## src/rtl/ahb_apb_bridge_pkg.sv

```systemverilog
// Shared definitions for the AHB-Lite to APB bridge: transfer/response
// encodings, the FSM state type and the APB4 byte-strobe decoder.
// Optional APB4 signalling is controlled by AHB_APB_BRIDGE_APB4_EN.
package ahb_apb_pkg;

  localparam logic [1:0] HTRANS_IDLE   = 2'b00;
  localparam logic [1:0] HTRANS_BUSY   = 2'b01;
  localparam logic [1:0] HTRANS_NONSEQ = 2'b10;
  localparam logic [1:0] HTRANS_SEQ    = 2'b11;

  localparam logic HRESP_OKAY  = 1'b0;
  localparam logic HRESP_ERROR = 1'b1;

  typedef enum logic [1:0] {
    ST_IDLE   = 2'd0,
    ST_SETUP  = 2'd1,
    ST_ACCESS = 2'd2,
    ST_ERR    = 2'd3
  } state_t;

  // Byte lanes touched by a write of the given size at the given low address
  // bits; anything wider than a halfword is treated as a full word.
  function automatic logic [3:0] pstrb_decode(input logic [2:0] hsize,
                                              input logic [1:0] addr_lo);
    logic [3:0] strb;
    case (hsize)
      3'd0:    strb = 4'b0001 << addr_lo;
      3'd1:    strb = 4'b0011 << {addr_lo[1], 1'b0};
      default: strb = 4'b1111;
    endcase
    return strb;
  endfunction

endpackage

```

## src/rtl/ahb_apb_bridge_if.sv

```systemverilog
// Bus interfaces for the bridge: the AHB-Lite peripheral port coming from the
// crossbar and the APB port going to the peripherals.
// The APB4 sideband (pprot/pstrb/pslverr) exists only when
// AHB_APB_BRIDGE_APB4_EN is defined.
interface ahb_lite_if #(parameter int DATA_W = 32);
  import ahb_apb_pkg::*;

  logic [31:0]       haddr;
  logic              hwrite;
  logic [2:0]        hsize;
  logic [1:0]        htrans;
  logic [3:0]        hprot;
  logic [DATA_W-1:0] hwdata;
  logic              hsel;
  logic              hreadyin;
  logic              hreadyout;
  logic              hresp;
  logic [DATA_W-1:0] hrdata;

  modport slave (
    input  haddr, hwrite, hsize, htrans, hprot, hwdata, hsel, hreadyin,
    output hreadyout, hresp, hrdata
  );

  modport master (
    output haddr, hwrite, hsize, htrans, hprot, hwdata, hsel, hreadyin,
    input  hreadyout, hresp, hrdata
  );
endinterface

interface apb_if #(parameter int ADDR_W = 16, parameter int DATA_W = 32);
  import ahb_apb_pkg::*;

  logic [ADDR_W-1:0] paddr;
  logic              psel;
  logic              penable;
  logic              pwrite;
  logic [DATA_W-1:0] pwdata;
  logic [DATA_W-1:0] prdata;
  logic              pready;
`ifdef AHB_APB_BRIDGE_APB4_EN
  logic [2:0]        pprot;
  logic [3:0]        pstrb;
  logic              pslverr;

  modport master (
    output paddr, psel, penable, pwrite, pwdata, pprot, pstrb,
    input  prdata, pready, pslverr
  );

  modport slave (
    input  paddr, psel, penable, pwrite, pwdata, pprot, pstrb,
    output prdata, pready, pslverr
  );
`else
  modport master (
    output paddr, psel, penable, pwrite, pwdata,
    input  prdata, pready
  );

  modport slave (
    input  paddr, psel, penable, pwrite, pwdata,
    output prdata, pready
  );
`endif
endinterface

```

## src/rtl/ahb_apb_bridge.sv

```systemverilog
// AHB-Lite slave to APB master bridge. One transfer in flight; every accepted
// NONSEQ/SEQ beat becomes one APB SETUP+ACCESS pair, and the AHB data phase is
// stalled through hreadyout until pready. The next address phase may be
// accepted in the completing cycle (back-to-back SETUP keeps psel high).
// Define AHB_APB_BRIDGE_APB4_EN for pprot/pstrb/pslverr and the ERROR path.
module ahb_apb_bridge
  import ahb_apb_pkg::*;
#(
  parameter int ADDR_W = 16,
  parameter int DATA_W = 32
) (
  input  logic       clk,
  input  logic       reset_n,
  ahb_lite_if.slave  ahb,
  apb_if.master      apb
);

  state_t            state_r;
  state_t            state_nxt_s;

  logic              trans_valid_s;
  logic              acc_s;
  logic              err_s;
  logic              hreadyout_s;
  logic              hresp_s;
  logic [DATA_W-1:0] hrdata_s;
  logic [DATA_W-1:0] pwdata_s;

  logic [ADDR_W-1:0] paddr_r;
  logic              pwrite_r;
  logic              psel_r;
  logic              penable_r;
  logic [DATA_W-1:0] pwdata_q_r;

  // Only NONSEQ and SEQ carry a transfer; IDLE/BUSY get a zero-wait OKAY.
  assign trans_valid_s = (ahb.htrans == HTRANS_NONSEQ) ||
                         (ahb.htrans == HTRANS_SEQ);
  assign acc_s = ahb.hsel & ahb.hreadyin & trans_valid_s & hreadyout_s;

`ifdef AHB_APB_BRIDGE_APB4_EN
  logic [2:0] pprot_r;
  logic [3:0] pstrb_r;
  logic       unused_bits_s;

  assign err_s         = apb.pslverr;
  assign unused_bits_s = ^{1'b0, ahb.haddr[31:ADDR_W], ahb.hprot[3:2]};

  // APB4 protection and byte strobes are captured with the address phase.
  always_ff @(posedge clk or negedge reset_n) begin
    if (!reset_n) begin
      pprot_r <= 3'b000;
      pstrb_r <= 4'b0000;
    end else if (acc_s) begin
      pprot_r <= {~ahb.hprot[0], 1'b0, ahb.hprot[1]};
      pstrb_r <= ahb.hwrite ? pstrb_decode(ahb.hsize, ahb.haddr[1:0]) : 4'b0000;
    end
  end

  assign apb.pprot = pprot_r;
  assign apb.pstrb = pstrb_r;
`else
  logic unused_bits_s;

  assign err_s         = 1'b0;
  assign unused_bits_s = ^{1'b0, ahb.haddr[31:ADDR_W], ahb.hsize, ahb.hprot};
`endif

  // FSM state register; reset drops any transfer in progress.
  always_ff @(posedge clk or negedge reset_n) begin
    if (!reset_n) begin
      state_r <= ST_IDLE;
    end else begin
      state_r <= state_nxt_s;
    end
  end

  // Next-state decode.
  always_comb begin
    state_nxt_s = state_r;
    case (state_r)
      ST_IDLE: begin
        if (acc_s) begin
          state_nxt_s = ST_SETUP;
        end else begin
          state_nxt_s = ST_IDLE;
        end
      end
      ST_SETUP: begin
        state_nxt_s = ST_ACCESS;
      end
      ST_ACCESS: begin
        if (!apb.pready) begin
          state_nxt_s = ST_ACCESS;
        end else if (err_s) begin
          state_nxt_s = ST_ERR;
        end else if (acc_s) begin
          state_nxt_s = ST_SETUP;
        end else begin
          state_nxt_s = ST_IDLE;
        end
      end
      ST_ERR: begin
        if (acc_s) begin
          state_nxt_s = ST_SETUP;
        end else begin
          state_nxt_s = ST_IDLE;
        end
      end
      default: begin
        state_nxt_s = ST_IDLE;
      end
    endcase
  end

  // AHB response and APB write-data steering for the current state.
  always_comb begin
    hreadyout_s = 1'b1;
    hresp_s     = HRESP_OKAY;
    hrdata_s    = {DATA_W{1'b0}};
    pwdata_s    = pwdata_q_r;
    case (state_r)
      ST_IDLE: begin
        hreadyout_s = 1'b1;
      end
      ST_SETUP: begin
        // hwdata is only valid from this cycle on, so forward it directly.
        hreadyout_s = 1'b0;
        pwdata_s    = ahb.hwdata;
      end
      ST_ACCESS: begin
        if (!apb.pready) begin
          hreadyout_s = 1'b0;
        end else if (err_s) begin
          // First cycle of the two-cycle AHB error response.
          hreadyout_s = 1'b0;
          hresp_s     = HRESP_ERROR;
        end else begin
          hreadyout_s = 1'b1;
          hrdata_s    = apb.prdata;
        end
      end
      ST_ERR: begin
        hreadyout_s = 1'b1;
        hresp_s     = HRESP_ERROR;
      end
      default: begin
        hreadyout_s = 1'b1;
      end
    endcase
  end

  // psel/penable are registered from the next state so they change cleanly
  // on the clock edge; a back-to-back SETUP keeps psel and clears penable.
  always_ff @(posedge clk or negedge reset_n) begin
    if (!reset_n) begin
      psel_r    <= 1'b0;
      penable_r <= 1'b0;
    end else begin
      psel_r    <= (state_nxt_s == ST_SETUP) || (state_nxt_s == ST_ACCESS);
      penable_r <= (state_nxt_s == ST_ACCESS);
    end
  end

  // Address and direction are captured at accept and held until the next one.
  always_ff @(posedge clk or negedge reset_n) begin
    if (!reset_n) begin
      paddr_r  <= {ADDR_W{1'b0}};
      pwrite_r <= 1'b0;
    end else if (acc_s) begin
      paddr_r  <= ahb.haddr[ADDR_W-1:0];
      pwrite_r <= ahb.hwrite;
    end
  end

  // Write data is latched at the end of SETUP so ACCESS is independent of hwdata.
  always_ff @(posedge clk or negedge reset_n) begin
    if (!reset_n) begin
      pwdata_q_r <= {DATA_W{1'b0}};
    end else if (state_r == ST_SETUP) begin
      pwdata_q_r <= ahb.hwdata;
    end
  end

  assign ahb.hreadyout = hreadyout_s;
  assign ahb.hresp     = hresp_s;
  assign ahb.hrdata    = hrdata_s;

  assign apb.paddr     = paddr_r;
  assign apb.pwrite    = pwrite_r;
  assign apb.psel      = psel_r;
  assign apb.penable   = penable_r;
  assign apb.pwdata    = pwdata_s;

endmodule

```

## src/flat_wrapper.sv

```systemverilog
// flat-port wrapper written by rule: the top's interface ports become plain ports
module ahb_apb_bridge_flat import ahb_apb_pkg::*;
#(
  parameter int ADDR_W = 16,
  parameter int DATA_W = 32
)
  (clk, reset_n, ahb_haddr, ahb_hwrite, ahb_hsize, ahb_htrans, ahb_hprot, ahb_hwdata, ahb_hsel, ahb_hreadyin, ahb_hreadyout, ahb_hresp, ahb_hrdata, apb_paddr, apb_psel, apb_penable, apb_pwrite, apb_pwdata, apb_prdata, apb_pready);
  ahb_lite_if #(.DATA_W(DATA_W)) ahb_i ();
  apb_if #(.ADDR_W(ADDR_W), .DATA_W(DATA_W)) apb_i ();
  input  logic clk;
  input  logic reset_n;
  input wire logic [$bits(ahb_i.haddr)-1:0] ahb_haddr;
  input wire logic [$bits(ahb_i.hwrite)-1:0] ahb_hwrite;
  input wire logic [$bits(ahb_i.hsize)-1:0] ahb_hsize;
  input wire logic [$bits(ahb_i.htrans)-1:0] ahb_htrans;
  input wire logic [$bits(ahb_i.hprot)-1:0] ahb_hprot;
  input wire logic [$bits(ahb_i.hwdata)-1:0] ahb_hwdata;
  input wire logic [$bits(ahb_i.hsel)-1:0] ahb_hsel;
  input wire logic [$bits(ahb_i.hreadyin)-1:0] ahb_hreadyin;
  output wire logic [$bits(ahb_i.hreadyout)-1:0] ahb_hreadyout;
  output wire logic [$bits(ahb_i.hresp)-1:0] ahb_hresp;
  output wire logic [$bits(ahb_i.hrdata)-1:0] ahb_hrdata;
  output wire logic [$bits(apb_i.paddr)-1:0] apb_paddr;
  output wire logic [$bits(apb_i.psel)-1:0] apb_psel;
  output wire logic [$bits(apb_i.penable)-1:0] apb_penable;
  output wire logic [$bits(apb_i.pwrite)-1:0] apb_pwrite;
  output wire logic [$bits(apb_i.pwdata)-1:0] apb_pwdata;
  input wire logic [$bits(apb_i.prdata)-1:0] apb_prdata;
  input wire logic [$bits(apb_i.pready)-1:0] apb_pready;
  assign ahb_i.haddr = ahb_haddr;
  assign ahb_i.hwrite = ahb_hwrite;
  assign ahb_i.hsize = ahb_hsize;
  assign ahb_i.htrans = ahb_htrans;
  assign ahb_i.hprot = ahb_hprot;
  assign ahb_i.hwdata = ahb_hwdata;
  assign ahb_i.hsel = ahb_hsel;
  assign ahb_i.hreadyin = ahb_hreadyin;
  assign ahb_hreadyout = ahb_i.hreadyout;
  assign ahb_hresp = ahb_i.hresp;
  assign ahb_hrdata = ahb_i.hrdata;
  assign apb_paddr = apb_i.paddr;
  assign apb_psel = apb_i.psel;
  assign apb_penable = apb_i.penable;
  assign apb_pwrite = apb_i.pwrite;
  assign apb_pwdata = apb_i.pwdata;
  assign apb_i.prdata = apb_prdata;
  assign apb_i.pready = apb_pready;
  ahb_apb_bridge #(.ADDR_W(ADDR_W), .DATA_W(DATA_W)) u_core (.clk(clk), .reset_n(reset_n), .ahb(ahb_i), .apb(apb_i));
endmodule
```

## config.mk

```make
export PLATFORM = sky130hd
export DESIGN_NAME = ahb_apb_bridge_flat
export DESIGN_NICKNAME = d
export VERILOG_FILES = /design/src/rtl/ahb_apb_bridge_pkg.sv /design/src/rtl/ahb_apb_bridge_if.sv /design/src/rtl/ahb_apb_bridge.sv /design/src/flat_wrapper.sv
export SDC_FILE = /design/constraint.sdc
export NUM_CORES = 1
export LEC_CHECK = 0
export BUFFER_PORTS_ARGS = -buffer_cell sky130_fd_sc_hd__buf_4
export CAP_MARGIN = 20
export CELL_PAD_IN_SITES_DETAIL_PLACEMENT = 1
export CELL_PAD_IN_SITES_GLOBAL_PLACEMENT = 2
export CORE_UTILIZATION = 24
export CTS_BUF_LIST = sky130_fd_sc_hd__clkbuf_4 sky130_fd_sc_hd__clkbuf_8
export DETAILED_ROUTE_END_ITERATION = 16
export PLACE_DENSITY_LB_ADDON = 0.1
export SYNTH_ARGS = -nofsm -noshare
export SYNTH_HDL_FRONTEND = slang
export SYNTH_SLANG_ARGS = --single-unit
export TNS_END_PERCENT = 1
```

## constraint.sdc

```tcl
create_clock -name clk -period 4.25 [get_ports clk]
set_input_delay 0.85 -clock clk [delete_from_list [all_inputs] [get_ports clk]]
set_output_delay 0.85 -clock clk [all_outputs]
set_load 0.05 [all_outputs]
```

==> results.py, run 1 <==
metrics = {
    "timing": {
        "timing.final.ws_setup_ns": 1.24,
        "worst_pin_slew_ns": 1.03,
        "max_freq_mhz": 332,
        "final.period_utilization_pct": 70.8,
        "rsz0062_at_grt": "false",
        "period_needed_ns": 3.01,
        "skew_ns": 0.00768,
        "hold_ws_ns": 0.507,
        "hold_violations": 0,
        "relSlewSlack_pct": 30.8,
        "fin_setup_tns_ns": 0,
        "drv_slew": 0,
        "setup_viol_count_final": 0,
    },
    "grt": {
        "grt_overflow": 0,
        "grtUsageTotal_pct": 12.6,
        "antenna_found_initial": 0,
        "grt_pass1_vias": 1911,
        "grt_pass1_wl_mm": 9.93,
        "grt_max_degree": 54,
    },
    "logic_synthesis": {
        "synth-seq-area-share_pct": 58.3,
        "synth_cells": 158,
        "ys_types": 14,
        "yosys_warnings": 0,
        "synth.ff_latch_count": 53,
        "avgSynthCellArea_um2": 14.4,
        "synth_fp_nets": 273,
        "netlist_area_um2": 2270,
    },
    "cells_and_area": {
        "syn2layout_area_growth_pct": 65.7,
        "drive_gt1_share_pct": 70.9,
        "diodes": 0,
        "final_net_count": 441,
        "final_cells": 438,
        "final_util_pct": 41.0,
    },
    "clock_tree": {
        "cts_resized": 0,
        "htreeDepth": 2,
        "cts.path.max_buffers": 2,
        "clk_latency_ns": 0.31,
        "cts-root-buf": "clkbuf_8",
        "cts.sinks": 53,
        "cts.clk_slew.worst_paths_ns": 0.10,
        "ctsHoldBuffers": 0,
        "cts_tree": "yes",
        "post-cts-setup-buffers": 0,
        "numCtsBuffers": 5,
    },
    "power": {
        "pwr-share-comb_pct": 64.2,
        "p_clk_share_pct": 10.8,
        "swShare_pct": 51.3,
        "p_int_uw": 1620,
        "ir_worst_vdd_mv": 0.424,
        "total_leakage_power_uw": 0.00200,
        "power_frac_seq_pct": 25.0,
        "netSwitchingPower_uw": 1710,
        "p_per_area_nw_per_um2": 882,
    },
    "floorplanning": {
        "floorplan.initialDensity_pct": 24.7,
        "die-width_um": 99.4,
        "die_y_um": 99.4,
        "core_area_um2": 9200,
        "floorplan.die_area_um2": 9870,
        "io_pins": 196,
        "std_cell_rows": 35,
    },
    "placed_design": {
        "io_buffers": 171,
        "dp_slack_ns": 1.53,
        "gp_congestion": 0.620,
        "place_inst": 430,
        "hpwl_mm": 4.84,
    },
    "status": {
        "status": "finished, final reports clean",
    },
    "critical_path": {
        "cp-start-kind": "flop",
        "path_max_fanout": 34,
        "critPathRequiredTime_ns": 3.40,
        "crit_type": "reg -> out",
        "crit_arrival_ns": 2.16,
        "crit_path_end_kind": "primary output",
    },
    "routing": {
        "vias_per_cell": 4.24,
        "drt_pass1_iterations": 4,
        "drc": 0,
        "drt_iter0_drc": 21,
        "avgRoutedWirePerCell_um": 14.7,
        "ant_nets": 0,
        "vias": 1858,
        "routed_wl_mm": 6.46,
    },
    "min_path": {
        "hp-class": "reg -> reg",
    },
    "job": {
        "cap_viol_max_count": 0,
    },
}
==> final timing paths <==
kind / start / end / slack [ns] / cells past startpoint
min in group asynchronous: reset_n / u_core.apb.paddr[8] / 0.57 / 1
setup / recovery: u_core.state_r[1] / apb_pwdata[10] / 1.24 / 4
hold / removal: u_core.pwdata_q_r[26] / u_core.pwdata_q_r[26] / 0.51 / 1
hold reg to reg: u_core.pwdata_q_r[26] / u_core.pwdata_q_r[26] / 0.51 / 1
max in group asynchronous: reset_n / u_core.pwdata_q_r[28] / 3.23 / 1
setup reg to reg: u_core.state_r[0] / u_core.apb.psel / 1.82 / 8
==> layer usage <==
layer / wire [um] / track usage (%) / part of all wire (%)
met3: 650 / 5.13 / 10
met4: 14 / 1.36 / 0.22
met2: 3070 / 20.6 / 48
met5: 0 / 0 / 0
met1: 2730 / 16.3 / 42
==> final cells by class <==
type,count,area [um^2]
multi-input cells,90,878
repair buffers,172,1290
well taps,111,139
inverters,4,15.0
clock inverters,3,50.0
flip-flops and latches,53,1330
clock buffers,5,68.8
fillers,1009,5430
==> cells in the mapped netlist, drive strengths merged <==
master   n  area [um^2]
a21oi    1         8.76
and3    32          200
buf      5         35.0
clkbuf   6         22.5
dfrtp   53         1330
ha       4         50.1
inv      4         15.0
mux2    49          582
mux2i    1         10.0
nand3    1         5.00
nor2     1         3.75
nor3     1         16.3
==> registers in the layout, summed over array words and instances (netlist names) <==
signal and flops:
u_core.apb.pwrite 1, u_core.state_r 2, u_core.apb.paddr 16, u_core.pwdata_q_r 32
u_core.apb.penable 1, u_core.apb.psel 1
==> power by group through the flow <==
stage                     logic (uW)  registers [uW]  clock network, uW
after detailed placement        2150             846                  0
after CTS                       2160             835                379
after global routing            2230             862                398
after floorplan                 1200            1150                  0
after global placement          2150             834                  0
final                           2130             830                360
==> through the flow <==
| step | area, um^2 | power, uW |
|---|---|---|
| 2_1_floorplan | 2270 | 2360 |
| 3_3_place_gp | 3650 | 2990 |
| 3_5_place_dp | 3650 | 3000 |
| 4_1_cts | 3770 | 3370 |
| 5_1_grt | 3770 | 3490 |
| 6_report | 3770 | 3330 |
==> cell families (layout without fill, tap and decap cells) <==
kind of cell | count (synthesis) | count (layout) | share of synthesized area, %
buffers and inverters | 15 | 184 | 3.19
DFF | 53 | 53 | 58.3
muxes | 50 | 50 | 26.0
AOI/OAI and AO/OA | 1 | 1 | 0.385
and+or+nand+nor | 35 | 35 | 9.90
adders and majority gates | 4 | 4 | 2.20
==> cells in the final DEF, fill, tap and decap left out <==
master	instances
nand3_1	1
clkinv_4	1
buf_4	172
inv_8	1
bufinv_16	1
ha_2	1
and3_1	32
mux2_4	8
clkbuf_8	5
nor3_4	1
ha_1	3
nor2_1	1
mux2_2	41
dfrtp_1	53
mux2i_1	1
a21oi_2	1
inv_1	4
==> worst max-delay path: stages, from the launching register on <==
cell,delay [ns]
dfrtp_1,0.42
inv_1,0.07
ha_2,0.73
mux2_2,0.43
buf_4,0.19
Note: power is estimated with default switching activity, not from simulation.
==> inputs of run 2 (changes only) <==
--- a/config.mk
+++ b/config.mk
@@ -9,7 +9,7 @@
 export CAP_MARGIN = 20
 export CELL_PAD_IN_SITES_DETAIL_PLACEMENT = 1
 export CELL_PAD_IN_SITES_GLOBAL_PLACEMENT = 2
-export CORE_UTILIZATION = 24
+export CORE_UTILIZATION = 20
 export CTS_BUF_LIST = sky130_fd_sc_hd__clkbuf_4 sky130_fd_sc_hd__clkbuf_8
 export DETAILED_ROUTE_END_ITERATION = 16
 export PLACE_DENSITY_LB_ADDON = 0.1
==> constraint.sdc (replaced) <==
create_clock -name clk -period 2.45 [get_ports clk]
set_input_delay 0.49 -clock clk [delete_from_list [all_inputs] [get_ports clk]]
set_output_delay 0.49 -clock clk [all_outputs]
set_load 0.05 [all_outputs]
==> run 2 against run 1 <==
Net effect:
- utilization fell by 6.3 points
- global-route usage shrank 1.5 points
- sequential share of layout area shrank 0.32 points
- final area up 0.93%
- clock power rose by 44%
- worst hold slack lost 0.28 ns
- die area increased by 20%
- critical path depth is 1 higher
- sequential cell count unchanged
- routed wire length grew 3.2%
==> results.py, run 2 (same netlist as run 1, synthesis figures left out) <==
metrics = {
    "timing": {
        "hold_violations": 0,
        "period_needed_ns": 2.31,
        "drv_slew": 0,
        "skew_ns": 0.00848,
        "setup_viol_count_final": 0,
        "rsz0062_at_grt": "false",
        "max_freq_mhz": 433,
        "final.period_utilization_pct": 94.2,
        "timing.final.ws_setup_ns": 0.141,
        "relSlewSlack_pct": 53.7,
        "worst_pin_slew_ns": 0.695,
        "fin_setup_tns_ns": 0,
    },
    "routing": {
        "vias_per_cell": 4.17,
        "vias": 1952,
        "avgRoutedWirePerCell_um": 14.3,
        "routed_wl_mm": 6.67,
        "drt_iter0_drc": 77,
        "drt_pass1_iterations": 3,
        "ant_nets": 0,
        "drc": 0,
    },
    "grt": {
        "grt_max_degree": 54,
        "grtUsageTotal_pct": 11.1,
        "antenna_found_initial": 0,
        "grt_pass1_vias": 2018,
        "grt_overflow": 0,
        "grt_pass1_wl_mm": 10.2,
    },
    "power": {
        "total_leakage_power_uw": 0.00200,
        "swShare_pct": 52.0,
        "p_per_area_nw_per_um2": 1490,
        "netSwitchingPower_uw": 2950,
        "p_int_uw": 2730,
        "ir_worst_vdd_mv": 0.655,
        "power_frac_seq_pct": 25.4,
        "p_total_uw": 5690,
        "pwr-share-comb_pct": 65.5,
        "p_clk_share_pct": 9.1,
    },
    "min_path": {
        "hp-class": "in -> async",
    },
    "clock_tree": {
        "cts.clk_slew.worst_paths_ns": 0.09,
        "htreeDepth": 2,
        "cts.path.max_buffers": 2,
        "cts_tree": "yes",
        "cts_resized": 0,
        "numCtsBuffers": 5,
        "cts.sinks": 53,
        "clk_latency_ns": 0.30,
        "ctsHoldBuffers": 0,
        "cts-root-buf": "clkbuf_8",
        "post-cts-setup-buffers": 0,
    },
    "floorplanning": {
        "std_cell_rows": 38,
        "floorplan.die_area_um2": 11800,
        "die_y_um": 109,
        "io_pins": 196,
        "core_area_um2": 11000,
        "die-width_um": 109,
        "floorplan.initialDensity_pct": 20.7,
    },
    "cells_and_area": {
        "register_area_um2": 1330,
        "final_util_pct": 34.6,
        "top_register": "u_core.pwdata_q_r",
        "syn2layout_area_growth_pct": 67.2,
        "drive_gt1_share_pct": 71.0,
        "largest_reg_flops": 32,
        "final_cell_mix": "173 x buf_4, 53 x dfrtp_1, 41 x mux2_2",
        "final_net_count": 443,
        "multi_input_area_um2": 878,
        "diodes": 0,
        "mostFrequentLayoutCell": "buf_4",
        "fillerInstances": 1228,
    },
    "critical_path": {
        "critPathRequiredTime_ns": 1.96,
        "path_max_fanout": 32,
        "crit_path_end_kind": "primary output",
        "crit_type": "reg -> out",
        "cp-start-kind": "flop",
        "crit_arrival_ns": 1.82,
    },
    "placed_design": {
        "gp_congestion": 0.638,
        "io_buffers": 171,
        "dp_slack_ns": 0.460,
        "hpwl_mm": 4.99,
    },
    "job": {
        "cap_viol_max_count": 0,
    },
    "status": {
        "status": "finished, final reports clean",
    },
}
## run 2: cell count changes in the layout (fill, tap and decap cells not counted), sizes merged
cell | before | now
clkbuf | 5 | 6
clkinv | 1 | 0
bufinv | 1 | 0
buf | 172 | 174
clkinvlp | 0 | 1
inv | 5 | 4
## run 2: metal layers
| layer | wire length, um | vias to the layer above | part of all wire, % | global-route usage (%) |
|---|---|---|---|---|
| li1 | - | 886 | - | - |
| met1 | 2350 | 945 | 35 | 11.7 |
| met2 | 3270 | 117 | 49 | 19.9 |
| met3 | 992 | 4 | 15 | 4.72 |
| met4 | 56 | 0 | 0.84 | 3.19 |
| met5 | 0 | - | 0 | 0 |
## run 2: layout make-up
class / instances / area share [%]
Clock buffer: 6 / 2.17
Clock inverter: 1 / 0.197
Inverter: 4 / 0.395
Multi-Input combinational cell: 90 / 23.1
Sequential cell: 53 / 34.9
Tap cell: 140 / 4.61
Timing Repair Buffer: 174 / 34.7
## run 2: through the flow
step	hold slack, ns	std cells	area (um^2)
3_3_place_gp	0.482	461	3710
4_1_cts	0.254	468	3800
3_5_place_dp	0.486	461	3710
2_1_floorplan	0.194	158	2270
6_report	0.227	468	3800
5_1_grt	0.267	468	3800
## run 2: path summary, 6_finish.rpt
check / cells past startpoint / slack (ns) / end / from
min in group clk: 2 / 0.41 / u_core.apb.paddr[12] / ahb_haddr[12]
worst min-delay path: 1 / 0.23 / u_core.apb.paddr[1] / reset_n
max in group asynchronous: 1 / 1.76 / u_core.pwdata_q_r[22] / reset_n
worst min register to register: 1 / 0.50 / u_core.pwdata_q_r[25] / u_core.pwdata_q_r[25]
worst max register to register: 6 / 0.53 / u_core.apb.paddr[3] / u_core.state_r[0]
worst max-delay path: 5 / 0.14 / apb_pwdata[20] / u_core.state_r[1]
## run 2: power by group through the flow
stage          Combinational, uW  Clock (uW)  Sequential, uW
5_1_grt                     3890         574            1500
6_report                    3720         518            1440
3_5_place_dp                3760           0            1470
2_1_floorplan               2090           0            2000
4_1_cts                     3770         552            1450
3_3_place_gp                3750           0            1450
## run 2: worst max-delay path, cell delays in order, from the launching register on
cell,delay (ns)
dfrtp_1,0.41
inv_1,0.07
ha_2,0.23
buf_12,0.22
mux2_2,0.37
buf_4,0.19
==> inputs of run 3 (changes only) <==
--- a/config.mk
+++ b/config.mk
@@ -5,13 +5,13 @@
 export SDC_FILE = /design/constraint.sdc
 export NUM_CORES = 1
 export LEC_CHECK = 0
-export BUFFER_PORTS_ARGS = -buffer_cell sky130_fd_sc_hd__buf_4
 export CAP_MARGIN = 20
 export CELL_PAD_IN_SITES_DETAIL_PLACEMENT = 1
 export CELL_PAD_IN_SITES_GLOBAL_PLACEMENT = 2
-export CORE_UTILIZATION = 20
+export CORE_UTILIZATION = 30
 export CTS_BUF_LIST = sky130_fd_sc_hd__clkbuf_4 sky130_fd_sc_hd__clkbuf_8
 export DETAILED_ROUTE_END_ITERATION = 16
+export DONT_BUFFER_PORTS = 1
 export PLACE_DENSITY_LB_ADDON = 0.1
 export SYNTH_ARGS = -nofsm -noshare
 export SYNTH_HDL_FRONTEND = slang
==> run 3 against run 2 <==
Net effect:
- worst hold slack worse by 0.20 ns
- first-iteration DRC count down 70%
- clock skew down 0.00079 ns
- via count down 28%
- combinational power down 36%
- maximum frequency up 5.4%
- largest cell class unchanged
- clock power down 4.6%
- final area down 28%
- setup slack better by 0.12 ns
- critical path type unchanged
==> results.py, run 3 (same netlist as run 1, synthesis figures left out) <==
metrics = {
    "routing": {
        "avgRoutedWirePerCell_um": 18.7,
        "maxUsedRoutingLayer": "met4",
        "drt_iter0_drc": 23,
        "wl_met3_um": 641,
        "met2_length_mm": 2.97,
        "wl_met1_mm": 1.80,
        "drt_pass1_iterations": 3,
        "ant_nets": 0,
        "drc": 0,
        "routed_wl_mm": 5.44,
        "vias_per_cell": 4.83,
        "vias": 1405,
    },
    "grt": {
        "antenna_found_initial": 0,
        "grtUsageTotal_pct": 12.7,
        "grt_overflow": 0,
        "grt_pass1_vias": 1450,
        "grt_pass1_wl_mm": 7.39,
        "grt_max_degree": 54,
    },
    "cells_and_area": {
        "fillerInstances": 790,
        "mostFrequentLayoutCell": "dfrtp_1",
        "syn2layout_area_growth_pct": 20.7,
        "diodes": 0,
        "final_net_count": 306,
        "final_util_pct": 37.7,
        "final_cell_mix": "53 x dfrtp_1, 41 x mux2_2, 35 x buf_4",
        "multi_input_area_um2": 876,
        "largest_reg_flops": 32,
        "drive_gt1_share_pct": 50.0,
        "final_cells": 291,
        "register_area_um2": 1330,
        "top_register": "u_core.pwdata_q_r",
    },
    "placed_design": {
        "gp_congestion": 0.681,
        "io_buffers": 0,
        "place_inst": 282,
        "dp_slack_ns": 0.518,
        "hpwl_mm": 4.29,
    },
    "critical_path": {
        "path_max_fanout": 34,
        "critPathRequiredTime_ns": 1.96,
        "crit_arrival_ns": 1.70,
        "crit_path_end_kind": "primary output",
        "cp-start-kind": "flop",
        "crit_type": "reg -> out",
    },
    "clock_tree": {
        "numCtsBuffers": 5,
        "cts.path.max_buffers": 2,
        "clk_latency_ns": 0.30,
        "post-cts-setup-buffers": 0,
        "cts_tree": "yes",
        "cts-root-buf": "clkbuf_8",
        "cts.clk_slew.worst_paths_ns": 0.10,
        "cts_resized": 0,
        "cts.sinks": 53,
        "htreeDepth": 2,
    },
    "timing": {
        "worst_pin_slew_ns": 0.536,
        "drv_slew": 0,
        "timing.final.ws_setup_ns": 0.260,
        "fin_setup_tns_ns": 0,
        "rsz0062_at_grt": "false",
        "setup_viol_count_final": 0,
        "period_needed_ns": 2.19,
        "final.period_utilization_pct": 89.4,
        "hold_ws_ns": 0.0256,
        "hold_violations": 0,
        "skew_ns": 0.00769,
        "relSlewSlack_pct": 64.3,
        "max_freq_mhz": 457,
    },
    "floorplanning": {
        "io_pins": 196,
        "die-width_um": 89.1,
        "core_area_um2": 7290,
        "floorplan.die_area_um2": 7930,
        "std_cell_rows": 31,
        "floorplan.initialDensity_pct": 31.2,
        "die_y_um": 89.1,
    },
    "power": {
        "p_per_area_nw_per_um2": 1800,
        "ir_worst_vdd_mv": 0.785,
        "total_leakage_power_uw": 0.00134,
    },
    "status": {
        "status": "finished, final reports clean",
    },
    "min_path": {
        "hp-class": "in -> async",
    },
    "job": {
        "cap_viol_max_count": 0,
    },
}
## run 3: final timing paths
kind                                   startpoint               endpoint  slack, ns  cells after the start
worst max-delay path            u_core.state_r[1]          apb_pwdata[2]       0.26                      4
worst min-delay path                      reset_n   u_core.pwdata_q_r[7]       0.03                      1
worst max register to register  u_core.state_r[0]        u_core.apb.psel       0.53                      9
worst min register to register  u_core.state_r[1]      u_core.state_r[1]       0.70                      2
max in group asynchronous                 reset_n  u_core.pwdata_q_r[21]       2.18                      1
min in group clk                       apb_pready      u_core.state_r[1]       0.32                      1
## run 3: what timing repair did
action | 4_1_cts | 5_1_grt
endpoints found under the hold margin | 53 | 0
hold buffers | 1 | 0
setup endpoints to repair | 0 | 0
## run 3: where the power goes
group | total (uW) | switching, uW | internal (uW) | leakage [uW]
Clock | 494 | 286 | 208 | 0.0000423
Sequential | 2070 | 780 | 1290 | 0.000642
Combinational | 2370 | 1770 | 600 | 0.000657
Total | 4930 | 2840 | 2100 | 0.00134
## run 3: critical path, cell delays in order (launching register included)
cell and delay, ns:
dfrtp_1 0.41, inv_1 0.06, ha_1 0.19, buf_12 0.22, mux2_2 0.50
## run 3: final cells by class
class	count	area share, %
clock buffers	5	2.51
clock inverters	3	0.957
inverters	4	0.547
multi-input cells	90	31.9
flip-flops and latches	53	48.3
well taps	99	4.51
repair buffers	37	11.3
## run 3: stage by stage
| step | cell area [um^2] | total power (uW) |
|---|---|---|
| 2_1_floorplan | 2270 | 4090 |
| 3_3_place_gp | 2620 | 4400 |
| 3_5_place_dp | 2620 | 4470 |
| 4_1_cts | 2750 | 4990 |
| 5_1_grt | 2750 | 5140 |
| 6_report | 2750 | 4930 |
## run 3: layer usage
metal  up-vias  GRT usage (%)
li1        615              -
met1       681           11.6
met2       107           25.7
met3         2           4.34
met4         0           4.33
met5         -              0
